$ cat config.mk
export PLATFORM = sky130hd
export DESIGN_NAME = iterative_divider
export DESIGN_NICKNAME = d
export VERILOG_FILES = /design/src/rtl/iterative_divider.sv
export SDC_FILE = /design/constraint.sdc
export NUM_CORES = 1
export LEC_CHECK = 0
export CELL_PAD_IN_SITES_DETAIL_PLACEMENT = 0
export CELL_PAD_IN_SITES_GLOBAL_PLACEMENT = 1
export CORE_UTILIZATION = 42
export CTS_CLUSTER_SIZE = 8
export DETAILED_ROUTE_END_ITERATION = 12
export GPL_ROUTABILITY_DRIVEN = 0
export PLACE_DENSITY = 0.9
export SLEW_MARGIN = 5
export SYNTH_ARGS = -nofsm -noshare
export SYNTH_HDL_FRONTEND = slang
export SYNTH_SLANG_ARGS = --single-unit
$ cat constraint.sdc
create_clock -name clk -period 5.84 [get_ports clk]
set_input_delay 0.876 -clock clk [delete_from_list [all_inputs] [get_ports clk]]
set_output_delay 0.876 -clock clk [all_outputs]
set_load 0.05 [all_outputs]
$ cat src/rtl/iterative_divider.sv
// Sequential unsigned radix-2 restoring divider: one quotient bit per clock,
// valid/ready handshake on operands and results, divide-by-zero flagged.
`timescale 1ns/1ps
module iterative_divider #(
    parameter int N  = 32,
    parameter int CW = $clog2(N)
) (
    input  logic         clk,
    input  logic         rst,
    input  logic         in_valid,
    output logic         in_ready,
    input  logic [N-1:0] dividend,
    input  logic [N-1:0] divisor,
    output logic         out_valid,
    input  logic         out_ready,
    output logic [N-1:0] quotient,
    output logic [N-1:0] remainder,
    output logic         div_by_zero,
    output logic [1:0]   dbg_state_o
);

    typedef enum logic [1:0] {
        S_IDLE = 2'd0,
        S_CALC = 2'd1,
        S_DONE = 2'd2
    } state_e;

    state_e        state_q, state_d;
    logic [N-1:0]  p_q, p_d;
    logic [N-1:0]  q_q, q_d;
    logic [N-1:0]  div_q, div_d;
    logic [CW-1:0] cnt_q, cnt_d;
    logic          dbz_q, dbz_d;
    logic [N:0]    shifted;
    logic          borrow;

    // Handshakes: a transfer happens on a rising edge where valid && ready;
    // valid/ready come straight from state, so nothing depends combinationally on inputs.
    assign in_ready    = (state_q == S_IDLE);
    assign out_valid   = (state_q == S_DONE);
    assign quotient    = q_q;
    assign remainder   = p_q;
    assign div_by_zero = dbz_q;
    assign dbg_state_o = state_q;

    // The partial remainder stays below the divisor, so N bits suffice to hold it.
    assign shifted = {p_q, q_q[N-1]};
    assign borrow  = (shifted < {1'b0, div_q});

    always_comb begin
        state_d = state_q;
        p_d     = p_q;
        q_d     = q_q;
        div_d   = div_q;
        cnt_d   = cnt_q;
        dbz_d   = dbz_q;
        case (state_q)
            S_IDLE: begin
                if (in_valid) begin
                    div_d = divisor;
                    if (divisor == '0) begin
                        q_d     = '1;
                        p_d     = dividend;
                        dbz_d   = 1'b1;
                        state_d = S_DONE;
                    end else begin
                        q_d     = dividend;
                        p_d     = '0;
                        cnt_d   = CW'(N - 1);
                        dbz_d   = 1'b0;
                        state_d = S_CALC;
                    end
                end
            end
            S_CALC: begin
                if (borrow) begin
                    p_d = shifted[N-1:0];
                    q_d = {q_q[N-2:0], 1'b0};
                end else begin
                    p_d = shifted[N-1:0] - div_q;
                    q_d = {q_q[N-2:0], 1'b1};
                end
                cnt_d = cnt_q - 1'b1;
                if (cnt_q == '0) begin
                    state_d = S_DONE;
                end
            end
            S_DONE: begin
                if (out_ready) begin
                    state_d = S_IDLE;
                end
            end
            default: state_d = S_IDLE;
        endcase
    end

    always_ff @(posedge clk or posedge rst) begin
        if (rst) begin
            state_q <= S_IDLE;
            p_q     <= '0;
            q_q     <= '0;
            div_q   <= '0;
            cnt_q   <= '0;
            dbz_q   <= 1'b0;
        end else begin
            state_q <= state_d;
            p_q     <= p_d;
            q_q     <= q_d;
            div_q   <= div_d;
            cnt_q   <= cnt_d;
            dbz_q   <= dbz_d;
        end
    end

endmodule
==> flow_summary_export.csv, run 1 <==
group,metric,value,unit
run_status,outcome,"finished clean",
synthesis,ys_ff_latch,104,
clock_tree,post_cts_buffers,0,
synthesis,ys_warn_count,0,
setup_path,rr_worst_depth,9,
setup_path,critPathLaunch,"divisor[24]",
floorplan,initial_core_util,43.3,%
global_routing,grt_overflow_total,0,
sta,min_period,3.58,ns
global_routing,grtUsageTotal,24.6,%
routing,dr.pass1.iters,5,
sta,hold_viol,0,
synthesis,netlist_top_cells_count,"128 x nand2_1, 104 x dfrtp_1, 79 x a21oi_1",
worst_hold_path,hold_depth,2,
setup_path,end_kind,"flip-flop",
clock_tree,cts_hold_buf,0,
routing,wirelength,20.4,mm
routing,drt-initial-drc-count,394,
sta,slew_headroom,18.8,%
synthesis,yosysUniqueCellTypes,70,
sta,finalCritPeriodShare,61.4,%
synthesis,synth_cells,843,
routing,ant_nets,0,
clock_tree,clkTransAtPathRegs,0.07,ns
floorplan,die_h,130,microns
layout,final_net_count,1049,
synthesis,synthFlopType,"dfrtp_1",
placement,hpwl,15.1,mm
setup_path,cp-start-kind,"input pin",
clock_tree,cts-root-buf,"clkbuf_16",
floorplan,core_area,0.0160,sq mm
floorplan,die_w,130,microns
clock_tree,clock_path_buffers,2,
clock_tree,numCtsBuffers,9,
setup_path,r2r-end,"remainder[22]",
synthesis,yosysMostFrequentCell,"nand2_1",
clock_tree,cts_resized,0,
setup_path,endpoint,"remainder[24]",
setup_path,reg2reg_slack,2.43,ns
sta,fin_skew,0.00911,ns
sta,worst_pin_slew,1.21,ns
global_routing,grt_max_degree,64,
synthesis,synth_area_per_cell,8.21,sq um
sta,setup_violations,0,
sta,max_freq,0.279,GHz
layout,drive_gt1_share,5.26,%
synthesis,yosys-top-cells-area,"dfrtp_1 38%, nand2_1 6.9%, ha_1 6.1%",
routing,vias_per_cell,5.57,
synthesis,synth_async_sr_flop_share,100,%
setup_path,cp.required,6.12,ns
setup_path,arrival,3.87,ns
clock_tree,htreeDepth,3,
synthesis,syn_nets,946,
clock_tree,clk_latency,0.36,ns
synthesis,ys_seq_area_share,37.6,%
floorplan,die_area,0.0170,sq mm
floorplan,rows,46,
global_routing,grt_pass1_wl,32.1,mm
synthesis,yosys.area.top_type_share,37.6,%
synthesis,syn-cell-area,0.00692,sq mm
sta,maxSlewViolCount,0,
global_routing,antenna_found_initial,0,
sta,rsz0062_at_grt,"false",
routing,vias,6505,
setup_path,reg2reg_from,"remainder[3]",
worst_hold_path,min_path_type,"flip-flop to flip-flop",
placement,io_buffer_count,136,
synthesis,synth_edf_count,0,
floorplan,pin_count,137,
routing,drc,0,
setup_path,worstPathMaxFanout,26,
synthesis,yosysTopAreaCell,"dfrtp_1",
sta,timing.setup.tns,0,ns
layout,syn2layout_area_growth,26.0,%
setup_path,worstSetupPathType,"input pin to flip-flop",
clock_tree,cts_sinks,104,
run,maxCapViolCount,0,
routing,wire_per_inst,17.5,microns
layout,diodes,0,
global_routing,grt_pass1_vias,5992,
clock_tree,cts_tree,"done",
-- area by class of cell --
type,instances,area [sq um]
fill,1571,7280
multi-input combinational,644,3960
sequential,104,2600
timing repair buffer,143,1410
tap,216,270
clock buffer,13,260
inverter,44,168
clock inverter,3,40.0
-- placed cells by master, fill, tap and decap left out, types with 3 or more instances in the layout --
| cell | netlist | layout |
|---|---|---|
| nor4_1 | 11 | 11 |
| xor2_1 | 10 | 10 |
| or2_2 | 5 | 5 |
| clkbuf_16 | 0 | 9 |
| and3_1 | 13 | 13 |
| xnor2_1 | 15 | 15 |
| a211oi_1 | 3 | 3 |
| or3_1 | 3 | 3 |
| mux2_2 | 6 | 6 |
| o22ai_1 | 5 | 5 |
| a21o_1 | 8 | 8 |
| a311o_1 | 3 | 3 |
| dfrtp_1 | 104 | 104 |
| nand3b_1 | 3 | 3 |
| o211ai_1 | 5 | 5 |
| o31ai_1 | 32 | 32 |
| and2_1 | 5 | 5 |
| nor3_1 | 39 | 38 |
| nand2b_1 | 9 | 8 |
| nand3_1 | 9 | 9 |
| clkdlybuf4s50_1 | 0 | 136 |
| a311oi_1 | 4 | 4 |
| nor2_1 | 74 | 71 |
| ha_1 | 34 | 34 |
| a21oi_1 | 79 | 79 |
| inv_1 | 44 | 43 |
| o21ai_0 | 63 | 63 |
| buf_4 | 1 | 7 |
| nor2b_1 | 3 | 3 |
| and4_1 | 5 | 5 |
| nand2_1 | 128 | 128 |
| a31oi_1 | 7 | 7 |
| mux2i_1 | 17 | 17 |
| nand4_1 | 6 | 6 |
-- stage by stage --
stage          hold WS [ns]  cells  worst slack [ns]  utilization [%]  area [sq um]
3_3_place_gp          0.474   1151              1.88             52.6          8420
6_report              0.488   1167              2.26             54.5          8720
3_5_place_dp          0.476   1151              1.87             52.6          8420
2_1_floorplan         0.450    843              2.23                -          6920
5_1_grt               0.528   1167              1.98             54.5          8720
4_1_cts               0.492   1167              2.23             54.5          8720
-- kinds of logic after synthesis --
group / Yosys count / synth area share [%]
DFF: 104 / 37.6
muxes: 25 / 3.76
buffers and inverters: 95 / 5.62
xor gates and xnor gates: 25 / 3.16
AOI/OAI and AO/OA: 240 / 22.1
adders and majority gates: 35 / 6.44
and+or+nand+nor: 319 / 21.3
-- layer usage --
layer,GRT usage (%),wire length [microns]
met1,36.9,10200
met2,35.8,8670
met3,4.56,1240
met4,7.44,298
met5,0,0
-- critical path, cell delays in order --
cell	delay, ns
clkdlybuf4s50_1	0.43
nor4_1	0.44
nand4_1	0.37
nor4_4	1.01
a21oi_1	0.21
a311o_1	0.40
a31oi_1	0.13
-- sequential cells by signal, indices dropped and copies added, names as in the netlist --
register and flops:
dbg_state_o 2, div_by_zero 1, quotient 32, cnt_q 5
remainder 32, div_q 32
-- how the worst min path moves through the flow --
stage | slack [ns] | endpoint | from
finish | 0.49 | div_q[0] | div_q[0]
global route | 0.53 | div_q[0] | div_q[0]
CTS | 0.49 | div_q[0] | div_q[0]
detailed placement | 0.48 | div_q[0] | div_q[0]
global placement | 0.47 | div_q[0] | div_q[0]
floorplan | 0.45 | div_q[0] | div_q[0]
Power of run 1 is not shown: default switching activity piles up to over one toggle a cycle in this logic, so the estimate is an artifact.
==> inputs of run 2 (changes only) <==
CORE_UTILIZATION = 39   (was 42)
PLACE_DENSITY = 0.84   (was 0.9)
clock period = 3.6 ns   (was 5.84 ns; I/O delays follow)
==> flow_summary_export.csv, run 2 (same netlist as run 1, synthesis figures left out) <==
group,metric,value,unit
layout,fin_util,50.8,%
routing,drt-initial-drc-count,580,
clock_tree,cts_hold_buf,0,
sta,min_period,3.03,ns
layout,stdcell_count,1185,
setup_path,reg2reg_slack,0.57,ns
setup_path,r2r-end,"remainder[26]",
routing,dr.pass1.iters,5,
clock_tree,numCtsBuffers,9,
clock_tree,cts_resized,0,
run,maxCapViolCount,0,
clock_tree,clkTransAtPathRegs,0.08,ns
setup_path,reg2reg_from,"remainder[5]",
clock_tree,cts-root-buf,"clkbuf_16",
clock_tree,htreeDepth,3,
worst_hold_path,min_from,"div_q[0]",
global_routing,grt_pass1_vias,6141,
clock_tree,cts_sinks,104,
layout,diodes,0,
sta,fin_skew,0.0127,ns
routing,wire_per_inst,18.1,microns
routing,vias_per_cell,5.59,
floorplan,core_area,0.0173,sq mm
sta,hold_viol,0,
worst_hold_path,whs_endpoint,"div_q[0]",
setup_path,worstSetupPathType,"flip-flop to flip-flop",
worst_hold_path,min_path_type,"flip-flop to flip-flop",
floorplan,pin_count,137,
global_routing,grt_pass1_wl,34.1,mm
sta,setup_violations,0,
layout,final_cell_mix,"136 x clkdlybuf4s50_1, 128 x nand2_1, 104 x dfrtp_1",
placement,hpwl,15.8,mm
floorplan,rows,48,
placement,dp_slack,0.581,ns
routing,ant_nets,0,
routing,drc,0,
layout,final_net_count,1058,
layout,regArea,0.00260,sq mm
sta,maxSlewViolCount,0,
global_routing,grtUsageTotal,24.1,%
layout,mostFrequentLayoutCell,"clkdlybuf4s50_1",
sta,timing.setup.tns,0,ns
routing,vias,6620,
layout,fill_cells,1713,
setup_path,end_kind,"flip-flop",
clock_tree,cts_tree,"done",
sta,finalCritPeriodShare,84.3,%
setup_path,rr_worst_depth,10,
clock_tree,clk_latency,0.36,ns
sta,max_freq,0.330,GHz
sta,rsz0062_at_grt,"false",
run_status,outcome,"finished clean",
floorplan,initial_core_util,40.0,%
placement,io_buffer_count,136,
setup_path,arrival,3.28,ns
floorplan,die_area,0.0183,sq mm
clock_tree,clock_path_buffers,2,
sta,slew_headroom,53.6,%
layout,multi_input_area,0.00396,sq mm
global_routing,grt_overflow_total,0,
setup_path,worstPathMaxFanout,11,
floorplan,die_h,135,microns
layout,syn2layout_area_growth,26.9,%
worst_hold_path,hold_depth,2,
layout,drive_gt1_share,6.35,%
sta,worst_pin_slew,0.689,ns
placement,dp_cells,1169,
setup_path,cp.required,3.84,ns
setup_path,cp-start-kind,"flip-flop",
floorplan,die_w,135,microns
clock_tree,post_cts_buffers,0,
sta,fin_ws,0.566,ns
global_routing,antenna_found_initial,0,
routing,wirelength,21.4,mm
global_routing,grt_max_degree,49,
[run 2: cell count changes in the layout (fill, tap and decap cells not counted), sizes merged]
cell / delta
inv: +3
clkbuf: -3
bufinv: -1
buf: +9
clkinv: +1
[run 2: how the worst max path moves through the flow]
stage                            start            end  slack, ns  cells after the start
after floorplan                    rst       cnt_q[0]       0.33                      1
after global placement     divisor[24]   remainder[9]       0.63                      8
after detailed placement   divisor[24]   remainder[6]       0.58                      8
after CTS                 remainder[5]  remainder[26]       0.59                     10
after global routing      remainder[5]  remainder[26]       0.33                     10
final                     remainder[5]  remainder[26]       0.57                     10
[run 2: layout make-up]
type / count / share of cell area [%]
Inverter: 44 / 1.91
Sequential cell: 104 / 29.6
Clock inverter: 6 / 0.555
Multi-Input combinational cell: 644 / 45.1
Clock buffer: 10 / 2.72
Timing Repair Buffer: 152 / 16.9
Tap cell: 225 / 3.20
[run 2: stage by stage]
stage | hold slack, ns | area [sq um]
finish | 0.504 | 8780
global route | 0.531 | 8780
CTS | 0.499 | 8780
detailed placement | 0.480 | 8500
global placement | 0.463 | 8500
floorplan | 0.450 | 6920
[run 2: critical path, cell delays in order (launching register included)]
cell and delay, ns:
dfrtp_1 0.42, ha_1 0.38, a21oi_1 0.20, nand2_1 0.07, o21ai_1 0.37, o221ai_2 0.28, a31o_4 0.33, a21oi_4 0.38
buf_4 0.22, a311oi_1 0.05, o221a_1 0.23
[run 2: per-layer routing]
metal	global-route usage [%]	routed length, microns
met5	0	0
met4	6.05	310
met3	4.08	1330
met2	34.5	8920
met1	37.0	10900
Power of run 2 is left out for the same reason.
==> inputs of run 3 (changes only) <==
clock period = 3.1 ns   (was 3.6 ns; I/O delays follow)
==> flow_summary_export.csv, run 3 (same netlist as run 1, synthesis figures left out) <==
group,metric,value,unit
run_status,outcome,"finished clean",
floorplan,die_w,135,microns
placement,io_buffer_count,136,
run,maxCapViolCount,0,
floorplan,die_h,135,microns
floorplan,die_area,0.0183,sq mm
sta,hold_viol,0,
layout,syn2layout_area_growth,29.6,%
setup_path,cp.required,3.34,ns
layout,final_cell_mix,"136 x clkdlybuf4s50_1, 128 x nand2_1, 104 x dfrtp_1",
global_routing,grtUsageTotal,23.7,%
global_routing,grt_overflow_total,0,
sta,rsz0062_at_grt,"false",
clock_tree,clkTransAtPathRegs,0.07,ns
setup_path,reg2reg_slack,0.16,ns
global_routing,grt_pass1_wl,33.5,mm
routing,ant_nets,0,
routing,wire_per_inst,17.4,microns
routing,dr.pass1.iters,4,
setup_path,path_buf_inv,1,
setup_path,critPathLaunch,"remainder[23]",
floorplan,initial_core_util,40.0,%
layout,final_net_count,1079,
floorplan,core_area,0.0173,sq mm
setup_path,cp-start-kind,"flip-flop",
setup_path,critPathSlowestCell,"or4b_1",
setup_path,critPathMaxStageDelay,0.57,ns
sta,finalCritPeriodShare,94.9,%
worst_hold_path,min_path_type,"flip-flop to flip-flop",
clock_tree,cts-root-buf,"clkbuf_16",
routing,vias_per_cell,5.42,
clock_tree,cts_tree,"done",
clock_tree,htreeDepth,3,
setup_path,reg2reg_from,"remainder[23]",
sta,slew_headroom,57.9,%
layout,mostFrequentLayoutCell,"clkdlybuf4s50_1",
global_routing,grt_pass1_vias,6085,
routing,wirelength,21.0,mm
clock_tree,clock_path_buffers,2,
sta,setup_violations,0,
sta,max_freq,0.340,GHz
floorplan,pin_count,137,
clock_tree,clk_latency,0.36,ns
sta,worst_pin_slew,0.624,ns
clock_tree,post_cts_buffers,0,
layout,drive_gt1_share,8.05,%
sta,min_period,2.94,ns
sta,timing.setup.tns,0,ns
routing,drt-initial-drc-count,494,
setup_path,cp_top_family,"compound AO/OA/AOI/OAI gates",
clock_tree,cts_sinks,104,
setup_path,crit_chain,"ha_1 -> buf_4 -> o21ai_0 -> a21oi_1 -> o41ai_1 -> o21ai_0 -> or4b_1 -> and4_1 -> mux2i_1 -> a21oi_1",
placement,hpwl,15.8,mm
layout,diodes,0,
routing,drc,0,
setup_path,r2r-end,"remainder[30]",
sta,fin_skew,0.00586,ns
clock_tree,numCtsBuffers,9,
setup_path,worst-path-stages,10,
floorplan,rows,48,
clock_tree,cts_hold_buf,0,
setup_path,worstSetupPathType,"flip-flop to flip-flop",
sta,maxSlewViolCount,0,
setup_path,arrival,3.19,ns
global_routing,antenna_found_initial,0,
setup_path,endpoint,"remainder[30]",
clock_tree,cts_resized,0,
setup_path,end_kind,"flip-flop",
setup_path,worstPathMaxFanout,4,
setup_path,rr_worst_depth,10,
global_routing,grt_max_degree,105,
routing,vias,6540,
[run 3: cell count changes in the layout (fill, tap and decap cells not counted)]
cell | previous run | this run
inv_4 | 1 | 0
clkinvlp_4 | 0 | 1
clkbuf_8 | 1 | 2
clkinv_4 | 2 | 1
clkbuf_1 | 0 | 3
inv_6 | 3 | 0
buf_12 | 0 | 3
buf_4 | 16 | 34
[run 3: stage by stage]
step                      std cells  utilization [%]  setup slack [ns]  hold WS, ns  instance area [sq um]
after global routing           1206             51.9            0.0333        0.528                   8970
final                          1206             51.9             0.157        0.493                   8970
after CTS                      1204             51.7            0.0986        0.494                   8940
after detailed placement       1188             50.1             0.137        0.477                   8670
after floorplan                 843                -             0.142        0.450                   6930
after global placement         1188             50.1            0.0982        0.468                   8670
[run 3: per-layer routing]
| metal | vias up | GRT usage, % | routed length, microns |
|---|---|---|---|
| met5 | - | 0 | 0 |
| met4 | 0 | 7.80 | 359 |
| met3 | 19 | 3.25 | 1110 |
| met2 | 184 | 33.0 | 8650 |
| met1 | 3068 | 37.1 | 10900 |
| li1 | 3269 | - | - |
[run 3: worst min path at each step]
stage	from	end	slack (ns)	depth (start not counted)
after CTS	div_q[0]	div_q[0]	0.49	2
after global placement	div_q[0]	div_q[0]	0.47	2
after floorplan	div_q[0]	div_q[0]	0.45	2
after global routing	div_q[0]	div_q[0]	0.53	2
after detailed placement	div_q[0]	div_q[0]	0.48	2
final	div_q[0]	div_q[0]	0.49	2
[run 3: layout make-up]
cell class                      instances  area [sq um]
Clock inverter                          2          13.8
Multi-Input combinational cell        644          3960
Inverter                               44           169
Tap cell                              225           282
Sequential cell                       104          2600
Fill cell                            1658          8330
Clock buffer                           14           264
Timing Repair Buffer                  173          1680
[run 3: worst register-to-register path, stage by stage (launching register included)]
cell and delay (ns):
dfrtp_1 0.44, ha_1 0.32, buf_4 0.16, o21ai_0 0.25, a21oi_1 0.10, o41ai_1 0.32, o21ai_0 0.25, or4b_1 0.57
and4_1 0.16, mux2i_1 0.18, a21oi_1 0.09
Power of run 3 is left out for the same reason.
